**src/rtl/von_control_unit.sv**
```systemverilog
// Fetch/decode/execute sequencer for the 8-bit von Neumann datapath.
// Fetches one-byte instructions, triggers the external ALU by toggling alu_activate and writes its result to AC.
module von_control_unit #(
    parameter int ADDR_W   = 5,
    parameter int DATA_W   = 8,
    parameter int RESET_PC = 0
) (
    input  logic              clk,
    input  logic              reset_n,
    input  logic              run,
    output logic [ADDR_W-1:0] mem_addr,
    output logic              mem_rd,
    output logic              mem_we,
    output logic [DATA_W-1:0] mem_wdata,
    input  logic [DATA_W-1:0] mem_rdata,
    output logic [DATA_W-1:0] alu_ac,
    output logic [DATA_W-1:0] alu_dr,
    output logic [2:0]        alu_mode,
    output logic              alu_activate,
    input  logic [DATA_W-1:0] alu_result,
    output logic              halted,
    output logic [ADDR_W-1:0] pc_out,
    output logic [DATA_W-1:0] ac_out
);
    generate
        if (DATA_W != ADDR_W + 3) begin : g_width_check
            $error("von_control_unit: DATA_W must equal ADDR_W + 3");
        end
    endgenerate

    localparam logic [2:0] OP_STORE = 3'b101;
    localparam logic [2:0] OP_NEG   = 3'b110;
    localparam logic [2:0] OP_HALT  = 3'b111;

    typedef enum logic [3:0] {
        S_IDLE,
        S_FETCH,
        S_IR_LOAD,
        S_DECODE,
        S_OPERAND,
        S_EXEC,
        S_WB,
        S_STORE,
        S_HALT
    } state_t;

    state_t            state;
    logic [ADDR_W-1:0] pc;
    logic [DATA_W-1:0] ac;
    logic [DATA_W-1:0] dr;
    logic [DATA_W-1:0] ir;
    logic              act;
    logic [2:0]        opcode;
    logic [ADDR_W-1:0] operand;
    logic              needs_operand;

    assign opcode        = ir[DATA_W-1 -: 3];
    assign operand       = ir[ADDR_W-1:0];
    assign needs_operand = (opcode != OP_STORE) && (opcode != OP_NEG) && (opcode != OP_HALT);

    always_ff @(posedge clk) begin
        if (!reset_n) begin
            state <= S_IDLE;
            pc    <= ADDR_W'(RESET_PC);
            ac    <= '0;
            dr    <= '0;
            ir    <= '0;
            act   <= 1'b0;
        end else begin
            case (state)
                S_IDLE: begin
                    if (run) state <= S_FETCH;
                end
                S_FETCH: begin
                    state <= S_IR_LOAD;
                end
                S_IR_LOAD: begin
                    ir    <= mem_rdata;
                    pc    <= pc + ADDR_W'(1);
                    state <= S_DECODE;
                end
                S_DECODE: begin
                    case (opcode)
                        OP_HALT:  state <= S_HALT;
                        OP_STORE: state <= S_STORE;
                        OP_NEG:   state <= S_EXEC;
                        default:  state <= S_OPERAND;
                    endcase
                end
                S_OPERAND: begin
                    dr    <= mem_rdata;
                    state <= S_EXEC;
                end
                // Every level change of alu_activate requests exactly one ALU evaluation.
                S_EXEC: begin
                    act   <= ~act;
                    state <= S_WB;
                end
                S_WB: begin
                    ac    <= alu_result;
                    state <= run ? S_FETCH : S_IDLE;
                end
                S_STORE: begin
                    state <= run ? S_FETCH : S_IDLE;
                end
                S_HALT: begin
                    state <= S_HALT;
                end
                default: begin
                    state <= S_IDLE;
                end
            endcase
        end
    end

    // Memory strobes depend only on registered state (and the registered IR in DECODE/STORE).
    always_comb begin
        mem_addr = pc;
        mem_rd   = 1'b0;
        mem_we   = 1'b0;
        case (state)
            S_FETCH: begin
                mem_rd = 1'b1;
            end
            S_DECODE: begin
                mem_addr = operand;
                mem_rd   = needs_operand;
            end
            S_STORE: begin
                mem_addr = operand;
                mem_we   = 1'b1;
            end
            default: begin
            end
        endcase
    end

    assign halted       = (state == S_HALT);
    assign mem_wdata    = ac;
    assign alu_ac       = ac;
    assign alu_dr       = dr;
    assign alu_mode     = opcode;
    assign alu_activate = act;
    assign pc_out       = pc;
    assign ac_out       = ac;

endmodule
```
**config.mk**
```make
export PLATFORM = sky130hd
export DESIGN_NAME = von_control_unit
export DESIGN_NICKNAME = d
export VERILOG_FILES = /design/src/rtl/von_control_unit.sv
export SDC_FILE = /design/constraint.sdc
export NUM_CORES = 1
export LEC_CHECK = 0
export CORE_ASPECT_RATIO = 1.5
export CORE_MARGIN = 8
export CORE_UTILIZATION = 35
export DETAILED_ROUTE_END_ITERATION = 12
export PLACE_DENSITY = 0.68
export REMOVE_ABC_BUFFERS = 1
export SKIP_CTS_REPAIR_TIMING = 1
export SYNTH_ARGS = -nofsm -noshare
export SYNTH_HDL_FRONTEND = slang
export SYNTH_SLANG_ARGS = --single-unit
```
**constraint.sdc**
```tcl
create_clock -name clk -period 2.2 [get_ports clk]
set_input_delay 0.55 -clock clk [delete_from_list [all_inputs] [get_ports clk]]
set_output_delay 0.55 -clock clk [all_outputs]
set_load 0.005 [all_outputs]
```
* Yosys cells after proc, flatten, opt, wreduce, memory -nomap -nowiden
Cells that the tools add are included.
** Operators by class
- Shifts and indexed selects :: 0
- Multiply operators :: 0
- $add $sub $neg :: 1
- Order comparisons :: 0
- Bitwise logic cells :: 1
- Reduce and logical (&&, ||, !) cells :: 5
- Divide/modulo/power cells :: 0
- Eq/ne operators :: 15
- Mux-type cells :: 7
** Operator list (number)
- $pmux 4 s8 :: 1
- $eq 4x3->1 const B :: 4
- $pmux 4 s3 :: 1
- $eq 3x3->1 const B :: 3
- $ne 3x3->1 const B :: 3
- $eq 4x2->1 const B :: 2
- $add 5x1->5 const B :: 1
- $mux 5 :: 1
- $eq 4x1->1 const B :: 1
- $eq 4x4->1 const B :: 1
- $logic_not 4->1 :: 1
- $mux 4 :: 1
- $reduce_or 2->1 :: 2
- $logic_and 1x1->1 :: 2
- $mux 1 :: 2
- $ne 2x2->1 const B :: 1
- $pmux 1 s2 :: 1
- $not 1->1 :: 1
** Storage, ports and cells
- Memories kept :: 0
- Bits in registers :: 34
- Bits in read-only memories :: 0
- Bits in latches :: 0
- Input bits :: 19
- Bits in writable memories :: 0
- Output and inout bits :: 49

* Depth between registers and ports, before layout
- Depth after elaboration :: 4
- Mapped depth :: 4
- Mapped depth without buffers :: 4

* Least setup slack after synthesis
No wires, ideal clock.
- Kind :: reg-to-output
- Start point :: register state[0]
- End point :: output port mem_addr[0]
- Stages on the path, launching flop included :: 4
- Buffers on the path :: 1
- Required time :: 1650 ps
- Setup slack :: 691 ps
- Arrival :: 959 ps
- Cell sequence :: dfxtp_1 > buf_4 > nand3b_2 > mux2_2
** On the way
- Cells in the longest elaborated chain, start to end :: 3
** RTL lines
- from (decl) :: RTL line 47 : state_t state;
- from (signal assigned) :: RTL line 101 : state <= run ? S_FETCH : S_IDLE;
- from (signal assigned) :: RTL line 104 : state <= run ? S_FETCH : S_IDLE;
- $eq 4x3->1 / $eq 4x2->1 (equally long branches) :: RTL line 121 : case (state)
- $reduce_or 2->1 (no line) *
- $mux 5 * :: RTL line 121
- to (decl) :: RTL line 11 : output logic [ADDR_W-1:0] mem_addr,
Every way passes the cells marked *; elsewhere a longest branch is shown, timed or not.

* Worst setup path in the final report
- Start point :: register state[3]
- End point :: output port mem_rd
** On the way
- Cells in the longest elaborated chain, start to end :: 2
** RTL lines
- $eq 4x2->1 / $eq 4x1->1 (equally long branches) :: RTL line 121
- $pmux 1 s2 * :: RTL line 121
- to (decl) :: RTL line 12 : output logic mem_rd,
Marks and branches as above.

==> run summary <==
The wire length of the first global-routing pass was 6890 um; the total routed wirelength was 4280 um. In the routed design, unresolved DRC markers number 0. The share of total power dissipated in combinational logic is 14.5%. In this run the remaining antenna-violating nets after routing total 0. The die covers 7090 um^2. Tightest slew margin relative to the limit: 80.3%. For this run the aggregate overflow at the end of global routing stands at 0. The total power draw was 1.28 mW. On the worst path, the slowest cell contributes a delay of 0.49 ns. The clock drives 34 sinks. Traced cell by cell, the critical path runs through buf_4 > nor3b_4 > and2_1 > clkdlybuf4s50_1. The family with the most delay on the worst path is buffers and inverters. After synthesis the netlist holds a flip-flop and latch count of 34. The post-synth design cell area was 1610 um^2. The number of enable-type register cells in the synthesized netlist was 0. The clock slew seen by the registers of the worst setup and hold paths is 0.06 ns, and the clock latency on the worst-skew pair is 0.28 ns. Dividing the detail-routed via count by the number of cells gives 4.93. The tools report the via count of the first global-routing pass as 1449. The initial utilization of the core area, before any placement, comes to 36.1%. The power density over the cells works out to 537 nW/um^2.

Dividing the final minimum period by the clock period gives 97.4%. For this run, asynchronously set or reset flops after synthesis account for 0%. The synthesized instance count is 188. After legalization and detailed placement, the total HPWL measured 3270 um. 0 antenna diodes ended up in the layout.

The tools report the final hold violation count as 0. Synthesis instantiated 35 different standard cells from the library. The final layout contains 264 nets. The portion of total power attributed to sequential cells is 51.6%, and the share of the yosys chip area belonging to registers is 42.2%. The critical-path maximum fanout is 14, and the maximum number of pins on one net before global-route repair is 24. The flow ran to the end, and the final reports show no timing, DRC or antenna violations.

Summed over all cells, the static leakage comes to 0.899 nW. CTS placed an instance of clkbuf_8 at the clock tree root. The worst min-delay path class was register to register. At the pin with the least slew margin, the transition time is 0.291 ns. Routability-driven placement finished with a final weighted congestion of 0.741.

The critical path is of the register to primary output type. The internal power of the cells totals 0.961 mW. For the final clock skew, the log shows 0.00745 ns.

Counting along the longest clock path gives a buffer depth of 2. Setup-violating endpoint count in the final report: 0. Buffers placed on the I/O ports in this run total 67. In the synthesized netlist the dominant register cell turns out to be dfxtp_1.

Setup repair after global routing could not meet its margin everywhere. In this run, the clock network consumes 33.9% of the power. The area added between synthesis and finish works out to 47.6%. The detailed router finished its first iteration with 44 violations. Worst hold path startpoint: alu_dr[3]. The highest clock frequency the design can meet was 467 MHz.

The worst setup path is captured at a primary output. OpenSTA, run right after detailed placement, puts the worst setup slack at 0.143 ns. The tools report the worst path setup slack after routing as 0.0571 ns.

The run gives 429 as the fill cell total of the finished layout. Dividing the detail-routed wire length by the instance count gives 14.6 um. The mean post-synth cell area works out to 8.59 um^2.

STA classifies the critical path startpoint as a register. For the worst setup path, the data arrival time is 1.59 ns. Across the run, the number of max-cap violations was 0. TritonCTS built the clock tree. The number of top-level design ports was 68. The via count is 1440. For this design the total switching power over the nets is 0.319 mW.

Measured along the y axis, the die boundary spans 99.2 um. The first detailed-routing pass took 4 iterations. The share of final-layout standard cells stronger than drive strength 1 was 13.5%; the final-report max-slew violation count was 0. The worst vdd rail ir drop is 380 uV, and the number of synthesis warnings is 0. The start of the worst register-to-register path is state[2].

The die outline width was 71.4 um. In this run the number of H-tree levels came out at 2. At the worst endpoint, the required time is 1.65 ns.

After floorplanning, the core was divided into 30 placement rows. The total area inside the core boundary comes to 4470 um^2. The slowest stage of the critical path is the clkdlybuf4s50_1 cell. The switching part of the total power was 24.9%. In this run the worst setup path begins at state[3]. The critical path contains buffers and inverters numbering 2 combined. The clock period minus worst slack works out to 2.14 ns.

The global routing usage summed across all routing layers is 12.5%. The number of antenna violations at the first check in global routing is 0, and the TritonCTS buffer count is 5.
[placed cells by master (no fill, tap or decap), types with 2 or more instances in the layout]
| master | instances |
|---|---|
| clkdlybuf4s50_1 | 65 |
| inv_1 | 4 |
| clkbuf_8 | 5 |
| xnor2_1 | 3 |
| a21oi_1 | 21 |
| nor4b_2 | 2 |
| dlymetal6s2s_1 | 2 |
| mux2i_1 | 10 |
| mux2_2 | 5 |
| a211o_1 | 2 |
| or4b_1 | 3 |
| nand4_1 | 2 |
| nand2b_1 | 2 |
| buf_4 | 11 |
| dfxtp_1 | 30 |
| or3_1 | 2 |
| nand2_1 | 38 |
| nor2_1 | 12 |
| dfxtp_2 | 3 |
[power groups by stage]
stage	sequential [mW]	clock [mW]	combinational, mW
floorplan	0.673	0	0.0672
global placement	0.669	0	0.174
detailed placement	0.670	0	0.176
CTS	0.656	0.453	0.177
global route	0.664	0.477	0.204
finish	0.661	0.434	0.185
[worst paths after layout]
kind                     to  slack, ns  cells after the start
setup / recovery     mem_rd       0.06                      4
hold / removal    alu_dr[3]       0.45                      2
setup reg to reg  pc_out[2]       0.40                      4
hold reg to reg   alu_dr[3]       0.45                      2
[cells in the mapped netlist (2+ instances only)]
master / number / area, um^2
nand2_1: 38 / 143
dfxtp_1: 34 / 681
a21oi_1: 21 / 105
buf_4: 20 / 150
nor2_1: 12 / 45.0
mux2i_1: 10 / 100
clkbuf_1: 5 / 18.8
mux2_2: 5 / 56.3
buf_2: 4 / 20.0
inv_1: 4 / 15.0
or4b_1: 3 / 30.0
xnor2_1: 3 / 26.3
a211o_1: 2 / 17.5
nand2b_1: 2 / 12.5
nand4_1: 2 / 12.5
nor3b_1: 2 / 15.0
nor4bb_1: 2 / 20.0
or3_1: 2 / 12.5
[through the flow]
step	TNS, ns	utilization (%)	hold slack (ns)	cell area [um^2]	cells
4_1_cts	-0.913	51.9	0.453	2320	290
3_3_place_gp	0	50.1	0.439	2240	283
5_1_grt	-0.0161	53.3	0.486	2380	292
2_1_floorplan	-0.629	-	0.434	1420	158
6_report	0	53.3	0.450	2380	292
3_5_place_dp	0	50.1	0.444	2240	283
[routing by layer]
layer	vias up	part of all wire [%]	routed length (um)	GRT usage, %
met5	-	0	0	0
met4	0	2.0	87	6.28
met3	6	5.6	238	4.63
met2	33	53	2290	22.7
met1	672	39	1660	11.8
li1	729	-	-	-
[cell families after synthesis]
kind of cell,count (synthesis),synth area share (%)
flops,34,42.2
xor+xnor,3,1.63
buf+inv,34,12.9
simple gates,72,22.6
mux,15,9.69
fa+ha+maj,1,0.775
compound gates,29,10.2
[sequential cells by signal, summed over array words and instances, names as in the netlist]
signal,flops
ac_out,8
alu_dr,8
ir,8
pc_out,5
state,4
alu_activate,1
[cell type report]
cell class | count | area (um^2) | area share (%)
Clock buffer | 6 | 72.6 | 3.05
Clock inverter | 1 | 7.51 | 0.315
Inverter | 4 | 15.0 | 0.630
Multi-Input combinational cell | 120 | 769 | 32.3
Sequential cell | 34 | 688 | 28.9
Tap cell | 48 | 60.1 | 2.52
Timing Repair Buffer | 79 | 769 | 32.3
[worst reg2reg max path, delay by kind of cell (launching register included)]
kind	cells	cell delay [ns]
simple gates	2	1.04
flops	1	0.39
buf+inv	1	0.18
compound gates	1	0.14
Power figures use the tool's default switching activity.
